`config.mk`:
```
export PLATFORM = sky130hd
export DESIGN_NAME = simple_dma_wr_seq
export DESIGN_NICKNAME = d
export VERILOG_FILES = /design/src/rtl/simple_dma_wr_seq.sv
export SDC_FILE = /design/constraint.sdc
export NUM_CORES = 1
export LEC_CHECK = 0
export ABC_AREA = 1
export CAP_MARGIN = 15
export CELL_PAD_IN_SITES_DETAIL_PLACEMENT = 1
export CELL_PAD_IN_SITES_GLOBAL_PLACEMENT = 1
export CORE_MARGIN = 5
export CORE_UTILIZATION = 35
export DETAILED_ROUTE_END_ITERATION = 7
export PLACE_DENSITY_LB_ADDON = 0.1
export REMOVE_ABC_BUFFERS = 1
export SETUP_SLACK_MARGIN = 0.05
export SKIP_CTS_REPAIR_TIMING = 1
export SKIP_LAST_GASP = 1
export SLEW_MARGIN = 20
export SYNTH_ARGS = -nofsm -noshare
export SYNTH_HDL_FRONTEND = slang
export SYNTH_SLANG_ARGS = --single-unit
```
`constraint.sdc`:
```
create_clock -name clk_i -period 5 [get_ports clk_i]
set_clock_uncertainty 0.05 [all_clocks]
set_input_delay 1 -clock clk_i [delete_from_list [all_inputs] [get_ports clk_i]]
set_output_delay 1 -clock clk_i [all_outputs]
set_load 0.01 [all_outputs]
```
`src/rtl/simple_dma_wr_seq.sv`:
```
// DMA write sequencer: moves cnt stream words to memory over an Avalon-MM write master.
// Handles one word per two cycles at best; the stream is stalled while a write waits on the slave.
module simple_dma_wr_seq #(
    parameter int ADDR_W = 32,
    parameter int DATA_W = 32,
    parameter int CNT_W  = 32,
    parameter int INC_W  = 16
) (
    input  logic              clk_i,
    input  logic              rst_i,
    input  logic              en_i,
    input  logic              int_en_i,
    input  logic              int_type_i,
    input  logic [ADDR_W-1:0] addr_i,
    input  logic [CNT_W-1:0]  cnt_i,
    input  logic [INC_W-1:0]  inc_i,
    input  logic              irq_clr_i,
    input  logic [DATA_W-1:0] snk_data_i,
    input  logic              snk_valid_i,
    output logic              snk_ready_o,
    output logic [ADDR_W-1:0] amm_address_o,
    output logic              amm_write_o,
    output logic [DATA_W-1:0] amm_writedata_o,
    input  logic              amm_waitrequest_i,
    output logic              busy_o,
    output logic [CNT_W-1:0]  rem_cnt_o,
    output logic              irq_o
);

    typedef enum logic [1:0] {
        IDLE,
        WAIT_DATA,
        WRITE,
        DONE
    } state_t;

    state_t           state;
    state_t           state_nxt;
    logic             en_d;
    logic             start;
    logic             accept;
    logic             irq_pulse;
    logic [INC_W-1:0] inc_q;

    // en_d keeps tracking en_i through reset, so an enable held across reset
    // is not mistaken for a fresh rising edge.
    always_ff @(posedge clk_i) begin
        en_d <= en_i;
    end

    assign start  = en_i & ~en_d;
    assign accept = (state == WRITE) & ~amm_waitrequest_i;

    always_ff @(posedge clk_i) begin
        if (rst_i) begin
            state <= IDLE;
        end else begin
            state <= state_nxt;
        end
    end

    always_comb begin
        state_nxt   = state;
        snk_ready_o = 1'b0;
        amm_write_o = 1'b0;
        busy_o      = 1'b1;
        case (state)
            IDLE: begin
                busy_o = 1'b0;
                if (start) begin
                    state_nxt = (cnt_i != '0) ? WAIT_DATA : DONE;
                end
            end
            WAIT_DATA: begin
                snk_ready_o = 1'b1;
                if (snk_valid_i) begin
                    state_nxt = WRITE;
                end else if (!en_i) begin
                    state_nxt = IDLE;
                end
            end
            WRITE: begin
                amm_write_o = 1'b1;
                // An abort only takes effect once the issued write is accepted.
                if (accept) begin
                    if (rem_cnt_o == CNT_W'(1)) begin
                        state_nxt = DONE;
                    end else if (!en_i) begin
                        state_nxt = IDLE;
                    end else begin
                        state_nxt = WAIT_DATA;
                    end
                end
            end
            DONE: begin
                state_nxt = IDLE;
            end
            default: begin
                state_nxt = IDLE;
            end
        endcase
    end

    always_ff @(posedge clk_i) begin
        if (rst_i) begin
            amm_address_o   <= '0;
            amm_writedata_o <= '0;
            rem_cnt_o       <= '0;
            inc_q           <= '0;
        end else begin
            if (state == IDLE && start && cnt_i != '0) begin
                amm_address_o <= addr_i;
                rem_cnt_o     <= cnt_i;
                inc_q         <= inc_i;
            end
            if (state == WAIT_DATA && snk_valid_i) begin
                amm_writedata_o <= snk_data_i;
            end
            if (accept) begin
                amm_address_o <= amm_address_o + ADDR_W'(inc_q);
                if (rem_cnt_o != '0) begin
                    rem_cnt_o <= rem_cnt_o - CNT_W'(1);
                end
            end
        end
    end

    // A new completion beats a simultaneous clear; pulse mode self-clears after one cycle.
    always_ff @(posedge clk_i) begin
        if (rst_i) begin
            irq_o     <= 1'b0;
            irq_pulse <= 1'b0;
        end else if (state == DONE && int_en_i) begin
            irq_o     <= 1'b1;
            irq_pulse <= int_type_i;
        end else if (irq_o && (irq_pulse || irq_clr_i)) begin
            irq_o <= 1'b0;
        end
    end

endmodule

```
Yosys cells after proc, flatten, opt, wreduce, memory -nomap -nowiden
Index checks and enable logic that the tools add are counted.
- register bits after elaboration: 117
- logic and storage cells: 51
- add/sub/neg operators: 2
- eq/ne operators: 7
- multiplexer cells: 18
- bitwise logic cells: 4
- reduce and logical (&&, ||, !) cells: 12
- operators by type and width (kind ; count):
    32-bit two-way mux ; 5
    32-bit nonzero test ; 2
    32-bit by 16-bit adder with 32-bit output ; 1
    32-bit by 1-bit equality test with 1-bit output (second input constant) ; 1
    32-bit by 1-bit subtractor with 32-bit output (second input constant) ; 1
    2-bit two-way mux ; 6
    2-bit one-hot mux with 4 select lines ; 1
    1-bit two-way mux ; 6
    1-bit logical AND ; 5
    2-bit equality test (second input constant) ; 2
    2-bit inequality test (second input constant) ; 2
    2-bit nonzero test ; 2
    3-bit inequality test (second input constant) ; 1
    3-bit AND reduction ; 1
    1-bit bitwise AND ; 2
    2-bit by 1-bit equality test with 1-bit output (second input constant) ; 1
    2-bit zero test ; 1
    1-bit NOT ; 2
    1-bit logical OR ; 1

Depth between registers and ports, before layout
Gate-level depths: netlist of run 1.
- depth after elaboration: 7
- depth in mapped cells: 14
- mapped depth without buffers: 14

Worst setup path before layout of run 1
Ideal clock, no wire load.
- kind: input -> register
- start point: in cnt_i[31]
- end point: reg amm_address_o[5]
- setup time: 122 ps
- arrival time: 2064 ps
- data required time: 4828 ps
- path slack: 2765 ps
- stages on the path: 10
- path buffers: 2
- cell sequence: nor2_1 > nand2_1 > nor2_1 > nand4_4 > nand2_4 > nand2_2 > buf_6 > buf_6 > o21ai_1 > a21oi_1
- longest elaborated chain between the ends: 3
- RTL lines (what ; line ; RTL):
    start, declared ; 15 ; input logic [CNT_W-1:0] cnt_i,
    32-bit nonzero test ; 111 ; if (state == IDLE && start && cnt_i != '0) begin
    1-bit logical AND ; 111 ;
    2-bit nonzero test (no source line) ; n/a ;
    end signal, assigned ; 112 ; amm_address_o <= addr_i;
    end signal, assigned ; 120 ; amm_address_o <= amm_address_o + ADDR_W'(inc_q);
    end, declared ; 21 ; output logic [ADDR_W-1:0] amm_address_o,
No other way between the ends.
A chain may end at the register's enable or synchronous reset.

Worst setup path after layout of run 1
- start point: in cnt_i[19]
- end point: reg amm_address_o[14]
Same word-level chain as after synthesis.

==> impl_metrics.env, run 1 <==
export IMPL_status="finished clean"
export IMPL_slew_viol_final=0
export IMPL_synth_area_per_cell_um2=6.200
export IMPL_synthDistinctLibCells=43
export IMPL_vias_per_cell=5.047
export IMPL_internal_power_w=0.002854
export IMPL_drc_errors=0
export IMPL_cp_required_ns=5.30
export IMPL_vias=8529
export IMPL_drive_above_1_share=0.05520
export IMPL_setup_slack_ns=1.770
export IMPL_clkSinkCount=117
export IMPL_clkPwrFrac=0.270
export IMPL_cts_tree="yes"
export IMPL_r2r_cells=11
export IMPL_initial_core_util=0.3554
export IMPL_drt_first_pass_iters=4
export IMPL_clockBufferDepth=2
export IMPL_p_sw_w=0.002113
export IMPL_relSlewSlack=0.2941
export IMPL_grt_antenna_before_repair=5
export IMPL_synthArstFlopShare=0
export IMPL_total_power_w=0.004968
export IMPL_die_y_um=156.1
export IMPL_clk_pin_slew_worst_paths_ns=0.07
export IMPL_cp_arrival_ns=3.53
export IMPL_setup_tns_ns=0
export IMPL_port_buffers=219
export IMPL_hold_viol_final=0
export IMPL_fp_coreArea_um2=21020
export IMPL_grt_use_met3=0.06657
export IMPL_cts_root_buf="clkbuf_16"
export IMPL_synth_area_um2=7471
export IMPL_yosysSeqAreaShare=0.3135
export IMPL_placed_cells=1656
export IMPL_grt_overflow_total=0
export IMPL_synth_edf_count=0
export IMPL_clkLatencyLatePin_ns=0.42
export IMPL_p_leak_nw=4.503
export IMPL_dieArea_um2=24370
export IMPL_grt_use_met1=0.2659
export IMPL_netSwitchingFraction=0.4254
export IMPL_yosys_warnings=0
export IMPL_worstHoldPathCells=2
export IMPL_cap_viol_max_count=0
export IMPL_wl_per_cell_um=16.95
export IMPL_die_w_um=156.1
export IMPL_hold_path_startpoint="amm_writedata_o[21]"
export IMPL_reg2reg_slack_ns=2.32
export IMPL_path_max_fanout=20
export IMPL_synth_seq_cells=117
export IMPL_fin_util=0.4941
export IMPL_drt_initial_drc_count=311
export IMPL_grt_util_all_layers=0.2311
export IMPL_rsz0062_at_grt="false"
export IMPL_grt_busiest_layer="met2"
export IMPL_syn_inst=1205
export IMPL_p_seq_frac=0.273
export IMPL_syn2layout_area_growth_pct=39.02
export IMPL_grt_pass1_wl_um=45110
export IMPL_min_path_type="flop to flop"
export IMPL_endpoint_kind="flop"
export IMPL_drt_total_wl_um=28640
export IMPL_h_tree_depth=4
export IMPL_place_congestion=0.8631
export IMPL_hpwl_um=21050
export IMPL_fin_cells=1690
export IMPL_grt_pass1_vias=8892
export IMPL_grtUsageMet2=0.4204
export IMPL_cts_buffers=17
export IMPL_final_nets=1539
export IMPL_post_place_ws_ns=1.267
export IMPL_num_io_pins=220
export IMPL_ir_drop_uv=238.3
export IMPL_setup_violations=0
export IMPL_pwr_share_comb=0.458
export IMPL_rows=53
export IMPL_min_to="amm_writedata_o[21]"
export IMPL_regToRegEndpoint="amm_address_o[14]"
export IMPL_powerDensity_nw_per_um2=478.3
export IMPL_start_kind="input pin"
export IMPL_synth_top_flop_cell="dfxtp_1"
export IMPL_period_share=0.6459
export IMPL_grt_max_degree=64
export IMPL_max_freq_ghz=0.3096
export IMPL_path_class="input pin to flop"
export IMPL_tightest_slew_ns=1.059
export IMPL_worst_r2r_startpoint="state[1]"
export IMPL_antenna_left=0
export IMPL_min_period_ns=3.230
## metal layers
| metal | vias up | part of all wire | routed length, um |
|---|---|---|---|
| li1 | 4254 | - | - |
| met1 | 4051 | 0.42 | 11980 |
| met2 | 179 | 0.51 | 14570 |
| met3 | 39 | 0.057 | 1626 |
| met4 | 6 | 0.015 | 425 |
| met5 | - | 0.0014 | 41 |
## metrics by stage
stage,hold slack (ns),area [um2]
floorplan,0.3816,7191
global placement,0.3970,9752
detailed placement,0.4086,9752
CTS,0.4198,10380
global route,0.4398,10390
finish,0.4181,10390
## synth_stat cells, types with 9 or more instances
library cell  number  area [um2]
inv_1            114       427.9
a21oi_1           92       460.4
nand4_1           12       75.07
xor2_1            15       131.4
inv_2             12       45.04
a31oi_1            9       56.30
clkbuf_1          17       63.81
nand3_1          100       500.5
o21ai_0           39       195.2
nor3_1            13       65.06
nand2_1          384        1441
nor2_1           151       566.8
ha_1              18       225.2
o21ai_1           12       60.06
buf_4             10       75.07
buf_2             11       55.05
dfxtp_1          117        2342
## how the worst max path moves through the flow
stage	start	to	slack, ns
3_3_place_gp	cnt_i[20]	amm_address_o[14]	1.37
3_5_place_dp	cnt_i[19]	amm_address_o[9]	1.27
5_1_grt	cnt_i[20]	amm_address_o[14]	1.57
4_1_cts	cnt_i[19]	amm_address_o[9]	1.72
6_report	cnt_i[19]	amm_address_o[14]	1.77
2_1_floorplan	cnt_i[31]	amm_address_o[9]	2.29
## power by group through the flow
stage | logic [W] | clock network, W | registers, W
2_1_floorplan | 0.00134 | 0 | 0.00138
3_3_place_gp | 0.00223 | 0 | 0.00136
3_5_place_dp | 0.00227 | 0 | 0.00137
4_1_cts | 0.00230 | 0.00137 | 0.00135
5_1_grt | 0.00253 | 0.00141 | 0.00139
6_report | 0.00227 | 0.00134 | 0.00135
## placed cells by master (no fill, tap or decap), types with 2 or more instances in the layout
| cell type | n |
|---|---|
| a31oi_1 | 9 |
| inv_2 | 13 |
| nand2_4 | 2 |
| nand2_1 | 384 |
| a21oi_1 | 92 |
| clkbuf_16 | 17 |
| ha_1 | 18 |
| nor3_2 | 2 |
| and2_1 | 2 |
| and3_1 | 2 |
| nor2_4 | 5 |
| inv_1 | 113 |
| dfxtp_1 | 117 |
| o21ai_1 | 12 |
| inv_8 | 4 |
| xnor2_1 | 8 |
| nor3_1 | 13 |
| nor2_1 | 151 |
| nand4_1 | 12 |
| o211ai_1 | 7 |
| buf_4 | 4 |
| diode_2 | 2 |
| bufinv_16 | 3 |
| o211a_1 | 3 |
| o21ai_2 | 3 |
| nand2_2 | 3 |
| inv_6 | 5 |
| nand3_1 | 100 |
| clkdlybuf4s50_1 | 218 |
| a22oi_1 | 2 |
| a21oi_2 | 2 |
| o21a_1 | 6 |
| clkinv_4 | 2 |
| nor2_2 | 8 |
| o21ai_0 | 39 |
| nand3b_1 | 6 |
| xor2_1 | 15 |
## flip-flops by register name, summed over array words and instances, names as in the netlist
signal,cells
inc_q,16
irq_pulse,1
irq_o,1
en_d,1
state,2
amm_address_o,32
rem_cnt_o,32
amm_writedata_o,32
## critical path: stages
cell             delay (ns)
clkdlybuf4s50_1        0.45
nor2_1                 0.12
nand2_1                0.07
nor2_2                 0.22
nand4_4                0.37
nand2_4                0.30
nand2_2                0.34
inv_2                  0.37
nand2_1                0.08
nand2_1                0.07
nor2_1                 0.05
nor2_1                 0.08
## cell type report
| cell class | count | area (um2) |
|---|---|---|
| fillers | 2842 | 10640 |
| multi-input cells | 914 | 4369 |
| flip-flops and latches | 117 | 2342 |
| repair buffers | 223 | 2217 |
| inverters | 127 | 479.2 |
| clock buffers | 17 | 425.4 |
| well taps | 275 | 344.1 |
| clock inverters | 15 | 203.9 |
| diodes | 2 | 5.005 |
## cell families (layout without fill, tap and decap cells)
group | count (synthesis) | count (layout) | share of synthesized area
AOI/OAI and AO/OA | 178 | 178 | 0.1315
and+or+nand+nor | 694 | 694 | 0.3936
other | 0 | 2 | 0
DFF | 117 | 117 | 0.3135
xor gates and xnor gates | 23 | 23 | 0.02696
buffers and inverters | 174 | 382 | 0.1017
adders and majority gates | 19 | 19 | 0.03283
(Power assumes the default switching activity.)
==> run 2, diff against run 1 <==
CORE_UTILIZATION = 33   (was 35)
clock period = 3.13 ns   (was 5 ns; I/O delays follow)
==> run 2 against run 1 <==
Effect of this change:
- final cell count grew 0.89%
- final area shrank 0.13%
- count of clock-buffer cells in the layout is the same
- via count shrank 1.0%
- first-iteration DRC count grew 21%
- critical path type unchanged
- largest cell class unchanged
==> impl_metrics.env, run 2 (synthesis gave the netlist of run 1 again) <==
export IMPL_h_tree_depth=4
export IMPL_hold_viol_final=0
export IMPL_min_to="amm_writedata_o[10]"
export IMPL_grt_max_degree=64
export IMPL_start_kind="input pin"
export IMPL_worstHoldPathCells=2
export IMPL_min_path_type="flop to flop"
export IMPL_num_antenna_cells=0
export IMPL_rsz0062_at_grt="false"
export IMPL_path_cells="clkdlybuf4s50_1 > nor2_1 > nand2_1 > nor2_1 > nand4_4 > nand2_4 > nand2_2 > inv_2 > nand2_1 > nand2_1 > nor2_1 > nor2_1"
export IMPL_port_buffers=219
export IMPL_fp_coreArea_um2=22430
export IMPL_r2r_cells=12
export IMPL_slew_viol_final=0
export IMPL_status="finished clean"
export IMPL_reg2reg_slack_ns=0.81
export IMPL_tightest_slew_ns=0.7522
export IMPL_critPathBufInv=2
export IMPL_syn2layout_area_growth_pct=38.84
export IMPL_netSwitchingFraction=0.4399
export IMPL_final_cell_mix="nand2_1 (384), clkdlybuf4s50_1 (218), nor2_1 (151), dfxtp_1 (117), inv_1 (113)"
export IMPL_cap_viol_max_count=0
export IMPL_rows=55
export IMPL_cts_tree="yes"
export IMPL_drt_first_pass_iters=4
export IMPL_crit_top_cell="nor2_1"
export IMPL_hold_path_startpoint="amm_writedata_o[10]"
export IMPL_clockBufferDepth=2
export IMPL_dieArea_um2=25750
export IMPL_pwr_share_comb=0.477
export IMPL_multi_input_area_um2=4369
export IMPL_setup_violations=0
export IMPL_top_regs="amm_address_o (32), amm_writedata_o (32), rem_cnt_o (32)"
export IMPL_grt_pass1_wl_um=47280
export IMPL_antenna_left=0
export IMPL_regToRegEndpoint="rem_cnt_o[8]"
export IMPL_p_seq_frac=0.281
export IMPL_initial_core_util=0.3330
export IMPL_clkLatencyLatePin_ns=0.43
export IMPL_die_w_um=160.5
export IMPL_wl_per_cell_um=17.00
export IMPL_cts_buffers=17
export IMPL_drive_above_1_share=0.05986
export IMPL_cts_root_buf="clkbuf_16"
export IMPL_vias=8442
export IMPL_final_nets=1546
export IMPL_grt_antenna_before_repair=3
export IMPL_num_io_pins=220
export IMPL_p_leak_nw=4.504
export IMPL_drt_initial_drc_count=376
export IMPL_slowest_delay_ns=0.46
export IMPL_slowest_stage="clkdlybuf4s50_1"
export IMPL_final_common_cell="nand2_1"
export IMPL_period_share=0.7735
export IMPL_worst_r2r_startpoint="rem_cnt_o[0]"
export IMPL_hpwl_um=21710
export IMPL_clkPwrFrac=0.241
export IMPL_max_freq_ghz=0.4130
export IMPL_die_y_um=160.5
export IMPL_drt_total_wl_um=28980
export IMPL_powerDensity_nw_per_um2=743.4
export IMPL_clkSinkCount=117
export IMPL_drc_errors=0
export IMPL_setup_tns_ns=0
export IMPL_crit_family="simple AND/OR/NAND/NOR gates"
export IMPL_place_congestion=0.8607
export IMPL_p_sw_w=0.003392
export IMPL_internal_power_w=0.004320
export IMPL_register_area_um2=2342
export IMPL_grt_overflow_total=0
export IMPL_dpl_cell_area_um2=9829
export IMPL_cp_arrival_ns=2.72
export IMPL_nFillCells=2966
export IMPL_cp_required_ns=3.43
export IMPL_ir_drop_uv=393.7
export IMPL_path_max_fanout=12
export IMPL_grt_pass1_vias=8789
export IMPL_endpoint_kind="flop"
export IMPL_path_class="input pin to flop"
export IMPL_final_area_um2=10370
export IMPL_grt_util_all_layers=0.2261
export IMPL_vias_per_cell=4.951
export IMPL_min_period_ns=2.421
export IMPL_relSlewSlack=0.4985
export IMPL_clk_pin_slew_worst_paths_ns=0.07
-- run 2: cell count changes in the layout (fill, tap and decap cells not counted) --
cell and change:
clkinv_4 +1, clkinv_2 +4, inv_6 +1, inv_8 -3
bufinv_16 -3, buf_12 +1, diode_2 -2, buf_4 +6
-- run 2: worst min-delay path: stages (launching register included) --
cell and delay, ns:
dfxtp_1 0.31, nand2_1 0.06, a21oi_1 0.05
-- run 2: metal layers --
layer	routed length (um)	share of wire	vias to the layer above	track usage
li1	-	-	4258	-
met1	12740	0.44	3996	0.2776
met2	14550	0.50	147	0.4014
met3	1155	0.040	35	0.04799
met4	486	0.017	6	0.05944
met5	41	0.0014	-	0
-- run 2: worst max-delay path by stage --
stage | start | to | slack [ns] | cells after the start
2_1_floorplan | cnt_i[31] | amm_address_o[9] | 0.80 | 11
3_3_place_gp | cnt_i[29] | amm_address_o[14] | 0.34 | 12
3_5_place_dp | cnt_i[29] | amm_address_o[14] | 0.29 | 12
4_1_cts | state[1] | busy_o | 0.72 | 3
5_1_grt | cnt_i[29] | amm_address_o[14] | 0.59 | 12
6_report | cnt_i[29] | amm_address_o[14] | 0.71 | 12
-- run 2: final cells by class --
type                    instances  area share
repair buffers                230      0.2200
clock buffers                  17     0.04101
well taps                     285     0.03438
flip-flops and latches        117      0.2258
inverters                     127     0.04620
multi-input cells             914      0.4212
clock inverters                15     0.01134
-- run 2: power by group through the flow --
stage	logic, W	clock network [W]	registers [W]
floorplan	0.00214	0	0.00220
global placement	0.00362	0	0.00219
detailed placement	0.00368	0	0.00220
CTS	0.00372	0.00191	0.00217
global route	0.00412	0.00199	0.00222
finish	0.00368	0.00186	0.00217
-- run 2: through the flow --
stage | hold slack, ns | power (W) | utilization | setup WS [ns] | instances
6_report | 0.4140 | 0.007711 | 0.4624 | 0.7090 | 1705
5_1_grt | 0.4337 | 0.008328 | 0.4624 | 0.5923 | 1705
4_1_cts | 0.4155 | 0.007800 | 0.4624 | 0.7245 | 1705
3_5_place_dp | 0.4076 | 0.005878 | 0.4381 | 0.2943 | 1673
3_3_place_gp | 0.3974 | 0.005817 | 0.4381 | 0.3431 | 1673
2_1_floorplan | 0.3816 | 0.004343 | - | 0.7972 | 1158
==> run 3, diff against run 2 <==
clock period = 2.25 ns   (was 3.13 ns; I/O delays follow)
==> run 3 against run 2 <==
Effect of this change:
- die area is the same
- via count grew 1.8%
- flip-flop and latch count is the same
- sequential share of layout area shrank 0.98 points
- critical path type is now flop to flop
- count of clock-buffer cells in the layout is the same
- clock power grew 50%
- final area grew 4.7%
- routed wire length grew 1.8%
==> impl_metrics.env, run 3 (synthesis gave the netlist of run 1 again) <==
export IMPL_status="finished clean"
export IMPL_cts_buffers=17
export IMPL_fp_coreArea_um2=22430
export IMPL_cts_tree="yes"
export IMPL_crit_top_cell="nand2_1"
export IMPL_vias=8594
export IMPL_nFillCells=2961
export IMPL_reg2reg_slack_ns=0.14
export IMPL_met1Wirelength_um=12860
export IMPL_path_cells="ha_1 > fa_2 > nand2_2 > o21ai_2 > nand2_1 > nand2_1 > a21oi_1 > nor2_1 > nand2_1 > nand2_1 > nor2_1 > nor2_1"
export IMPL_powerDensity_nw_per_um2=1035
export IMPL_slew_viol_final=0
export IMPL_slowest_stage="fa_2"
export IMPL_clockBufferDepth=2
export IMPL_cp_required_ns=2.48
export IMPL_start_kind="flop"
export IMPL_die_w_um=160.5
export IMPL_final_cell_mix="nand2_1 (380), clkdlybuf4s50_1 (217), nor2_1 (149), dfxtp_1 (115), inv_1 (113)"
export IMPL_num_io_pins=220
export IMPL_initial_core_util=0.3330
export IMPL_p_leak_nw=4.779
export IMPL_dieArea_um2=25750
export IMPL_drive_above_1_share=0.09631
export IMPL_drt_total_wl_um=29490
export IMPL_clkSinkCount=117
export IMPL_relSlewSlack=0.4906
export IMPL_h_tree_depth=4
export IMPL_place_congestion=0.8888
export IMPL_rsz0062_at_grt="true"
export IMPL_grt_pass1_vias=9103
export IMPL_cts_root_buf="clkbuf_16"
export IMPL_die_y_um=160.5
export IMPL_wl_per_cell_um=16.85
export IMPL_dr_wl_met3_um=1214
export IMPL_antenna_left=0
export IMPL_cp_arrival_ns=2.34
export IMPL_slowest_delay_ns=0.37
export IMPL_grt_overflow_total=0
export IMPL_grt_max_degree=61
export IMPL_path_max_fanout=4
export IMPL_endpoint_kind="flop"
export IMPL_dpl_cell_area_um2=10210
export IMPL_final_area_um2=10860
export IMPL_drc_errors=0
export IMPL_rows=55
export IMPL_final_common_cell="nand2_1"
export IMPL_grt_pass1_wl_um=47630
export IMPL_drt_initial_drc_count=368
export IMPL_vias_per_cell=4.911
export IMPL_tightest_slew_ns=0.7642
export IMPL_final_nets=1590
export IMPL_placed_cells=1714
export IMPL_min_period_ns=2.110
export IMPL_setup_slack_ns=0.1401
export IMPL_worst_r2r_startpoint="amm_address_o[0]"
export IMPL_post_place_ws_ns=-0.3151
export IMPL_startpoint="amm_address_o[0]"
export IMPL_cap_viol_max_count=0
export IMPL_ir_drop_uv=562.2
export IMPL_syn2layout_area_growth_pct=45.32
export IMPL_r2r_cells=12
export IMPL_cp_endpoint="amm_address_o[16]"
export IMPL_grt_util_all_layers=0.2275
export IMPL_min_path_type="flop to flop"
export IMPL_grt_antenna_before_repair=4
export IMPL_top_layer_used="met5"
export IMPL_hpwl_um=22440
export IMPL_hold_viol_final=0
export IMPL_max_freq_ghz=0.4739
export IMPL_period_share=0.9377
export IMPL_port_buffers=219
export IMPL_clk_pin_slew_worst_paths_ns=0.06
export IMPL_setup_tns_ns=0
export IMPL_path_class="flop to flop"
export IMPL_top_regs="amm_address_o (32), amm_writedata_o (32), rem_cnt_o (32)"
export IMPL_met2_length_um=14840
export IMPL_clkLatencyLatePin_ns=0.43
export IMPL_regToRegEndpoint="amm_address_o[16]"
export IMPL_setup_violations=0
export IMPL_fin_cells=1750
export IMPL_drt_first_pass_iters=4
==> run 3: changes by cell type in the layout (fill, tap and decap cells not counted), sizes merged <==
cell	before	now
buf	12	56
clkinv	7	2
inv	134	137
bufinv	0	1
clkdlybuf4s50	218	217
clkinvlp	1	2
diode	0	1
dlymetal6s2s	0	1
==> run 3: metrics by stage <==
stage / utilization / total power (W) / hold slack, ns
finish: 0.4839 / 0.01124 / 0.4090
detailed placement: 0.4552 / 0.008440 / 0.4062
floorplan: - / 0.006042 / 0.3816
global placement: 0.4552 / 0.008337 / 0.3998
CTS: 0.4813 / 0.01131 / 0.4156
global route: 0.4839 / 0.01207 / 0.4438
==> run 3: area by class of cell <==
type / count / area, um2 / share of cell area
multi-input cells: 914 / 4399 / 0.4052
repair buffers: 274 / 2690 / 0.2478
clock inverters: 15 / 158.9 / 0.01464
well taps: 285 / 356.6 / 0.03285
flip-flops and latches: 117 / 2345 / 0.2160
diodes: 1 / 2.502 / 0.0002305
clock buffers: 17 / 425.4 / 0.03918
inverters: 127 / 479.2 / 0.04414
==> run 3: metal layers <==
| metal | global-route usage | vias to the layer above |
|---|---|---|
| met5 | 0 | - |
| met4 | 0.07079 | 6 |
| met3 | 0.04439 | 42 |
| met2 | 0.4110 | 151 |
| met1 | 0.2716 | 4048 |
| li1 | - | 4347 |
==> run 3: worst min-delay path by stage <==
stage / startpoint / to / slack, ns / cells past startpoint
after floorplan: irq_pulse / irq_pulse / 0.38 / 2
after global placement: irq_pulse / irq_pulse / 0.40 / 2
after detailed placement: irq_pulse / irq_pulse / 0.41 / 2
after CTS: irq_pulse / irq_pulse / 0.42 / 2
after global routing: amm_writedata_o[20] / amm_writedata_o[20] / 0.44 / 2
final: irq_pulse / irq_pulse / 0.41 / 2
==> run 3: worst max-delay path: cells and delay by family (launching register included) <==
| family | cells | cell delay, ns |
|---|---|---|
| flops | 1 | 0.34 |
| compound gates | 2 | 0.32 |
| fa+ha+maj | 2 | 0.61 |
| simple gates | 8 | 0.65 |
==> run 3: report_power, final <==
part	internal (W)	leakage [nW]	switching (W)
Sequential	0.00250	0.956	0.000473
Combinational	0.00230	3.54	0.00318
Clock	0.00157	0.285	0.00122
==> patch, RTL diff (flow settings as in run 3) <==
Re-encode `state_t` (4 states) as one-hot, 4 bits wide.
--- a/src/rtl/simple_dma_wr_seq.sv
+++ b/src/rtl/simple_dma_wr_seq.sv
@@ -28,9 +28,9 @@
 );
 
-    typedef enum logic [1:0] {
-        IDLE,
-        WAIT_DATA,
-        WRITE,
-        DONE
+    typedef enum logic [3:0] {
+        IDLE      = 4'b0001,
+        WAIT_DATA = 4'b0010,
+        WRITE     = 4'b0100,
+        DONE      = 4'b1000
     } state_t;
 
Function: same outputs for any inputs over 4 cycles, from zero or initial values and one cycle with rst_i high; so few cycles prove little.
==> patch against run 3 <==
- wire length down 0.47%
- utilization up 1.1 points
- first-iteration DRC count up 7.9%
- sequential cell count up 2
- largest cell class unchanged
- final area up 2.8%
- sequential share of layout area down 0.25 points
- cell count up 0.69%
- worst setup slack better by 28 ps
- synthesized area up 0.67%
- via count up 3.1%
Power is not compared: it rests on default switching activity, and its combinational part moved more than twofold at a synthesized area within 25%.
==> patch: results (changes against run 3) <==
* Worst path slowest cell: sky130_fd_sc_hd__ha_1 (was sky130_fd_sc_hd__fa_2)
* Routability-driven placement congestion ratio at 0.860 (was 0.889)
* Avg Inst Size Synth at 6.23 µm² (was 6.20 µm²)
* Proportion of layout cells with a drive suffix above 1 at 0.103 (was 0.0963)
* Share of synthesized area occupied by flip-flops and latches at 0.317 (was 0.314)
* Number of antenna violations at the first check in global routing at 5 (was 4)
* Worst flop-to-flop path endpoint: amm_address_o[28] (was amm_address_o[16])
* Synthesized-area fraction occupied by adder cells at 0.0326 (was 0.0328)
* Count of port buffers added during placement at 219 (unchanged)
* Average vias per placed instance at 5.03 (was 4.91)
* Iter 0 DRT Violations at 397 (was 368)
* Detail Placement HPWL at 22200 µm (was 22400 µm)
* Global-route wire length before repair at 47000 µm (was 47600 µm)
* Top cell types by occurrence after synthesis: 311 x sky130_fd_sc_hd__nand2_1, 159 x sky130_fd_sc_hd__nor2_1, 140 x sky130_fd_sc_hd__nand3_1 (was 384 x sky130_fd_sc_hd__nand2_1, 151 x sky130_fd_sc_hd__nor2_1, 117 x sky130_fd_sc_hd__dfxtp_1)
* Final layout net count at 1602 (was 1590)
* Terminating pin of the worst hold path: amm_writedata_o[3] (was irq_pulse)
* Hold Slack at 411 ps (was 409 ps)
* Worst Hold Launch: amm_writedata_o[3] (was irq_pulse)
* Number of cells after detailed placement at 1724 (was 1714)
* Ys async rst share at 0 (unchanged)
* Total number of vias at 8864 (was 8594)
* Maximum number of pins on one net before global-route repair at 63 (was 61)
* Iteration count of the initial detailed-routing pass at 5 (was 4)
* Cell area reported after detailed placement at 0.0104 mm² (was 0.0102 mm²)
* # fillers at 2947 (was 2961)
* FF-to-FF Start: amm_address_o[15] (was amm_address_o[0])
* Fraction of synthesized cell area in xor and xnor cells at 0.0303 (was 0.0270)
* Register-to-register setup slack at 170 ps (was 140 ps)
* Skew-Pair Late Insertion Delay at 440 ps
* Measured slew at the worst slew-check pin at 392 ps (was 764 ps)
* Place WS at -240 ps (was -315 ps)
* Reg2Reg Depth at 9 (was 12)
* Total track usage at 0.223 (was 0.228)
* Result of the run: finished clean (unchanged)
* Number of global-route vias before repair at 9132 (was 9103)
* Cell types with the largest area share after synthesis: sky130_fd_sc_hd__dfxtp_1 32%, sky130_fd_sc_hd__nand2_1 16%, sky130_fd_sc_hd__nand3_1 9.3%, sky130_fd_sc_hd__nor2_1 7.9%, sky130_fd_sc_hd__a21oi_1 6.6% (was sky130_fd_sc_hd__dfxtp_1 31%, sky130_fd_sc_hd__nand2_1 19%, sky130_fd_sc_hd__nor2_1 7.6%, sky130_fd_sc_hd__nand3_1 6.7%, sky130_fd_sc_hd__a21oi_1 6.2%)
* Routed wirelength normalized by instance count at 16.7 µm (was 16.9 µm)
* Compound-cell area share of the yosys netlist at 0.128 (was 0.131)
* Leftover overflow at the end of global routing at 0 (unchanged)
* Worst stage delay on the critical path at 370 ps (about the same)
* Sw power at 2.63 mW
patch: final cells by class:
type | instances | area (µm²) | area share
Antenna cell | 1 | 2.50 | 0.000224
Clock buffer | 17 | 425 | 0.0381
Clock inverter | 15 | 178 | 0.0159
Inverter | 127 | 477 | 0.0427
Multi-Input combinational cell | 910 | 4480 | 0.401
Sequential cell | 119 | 2380 | 0.213
Tap cell | 285 | 357 | 0.0319
Timing Repair Buffer | 288 | 2870 | 0.257
patch: worst max path at each step:
stage | startpoint | end | slack [ps]
after global placement | cnt_i[13] | rem_cnt_o[22] | -210
after floorplan | state[3] | amm_writedata_o[0] | -640
after CTS | state[0] | amm_write_o | -190
after global routing | amm_address_o[0] | amm_address_o[14] | 10
final | amm_address_o[15] | amm_address_o[28] | 170
after detailed placement | cnt_i[13] | rem_cnt_o[2] | -240
patch: layer usage:
layer	GRT usage	part of all wire	wire, µm
met1	0.266	0.43	12600
met2	0.402	0.50	14700
met3	0.0580	0.053	1550
met4	0.0473	0.016	460
met5	0	0.0025	74
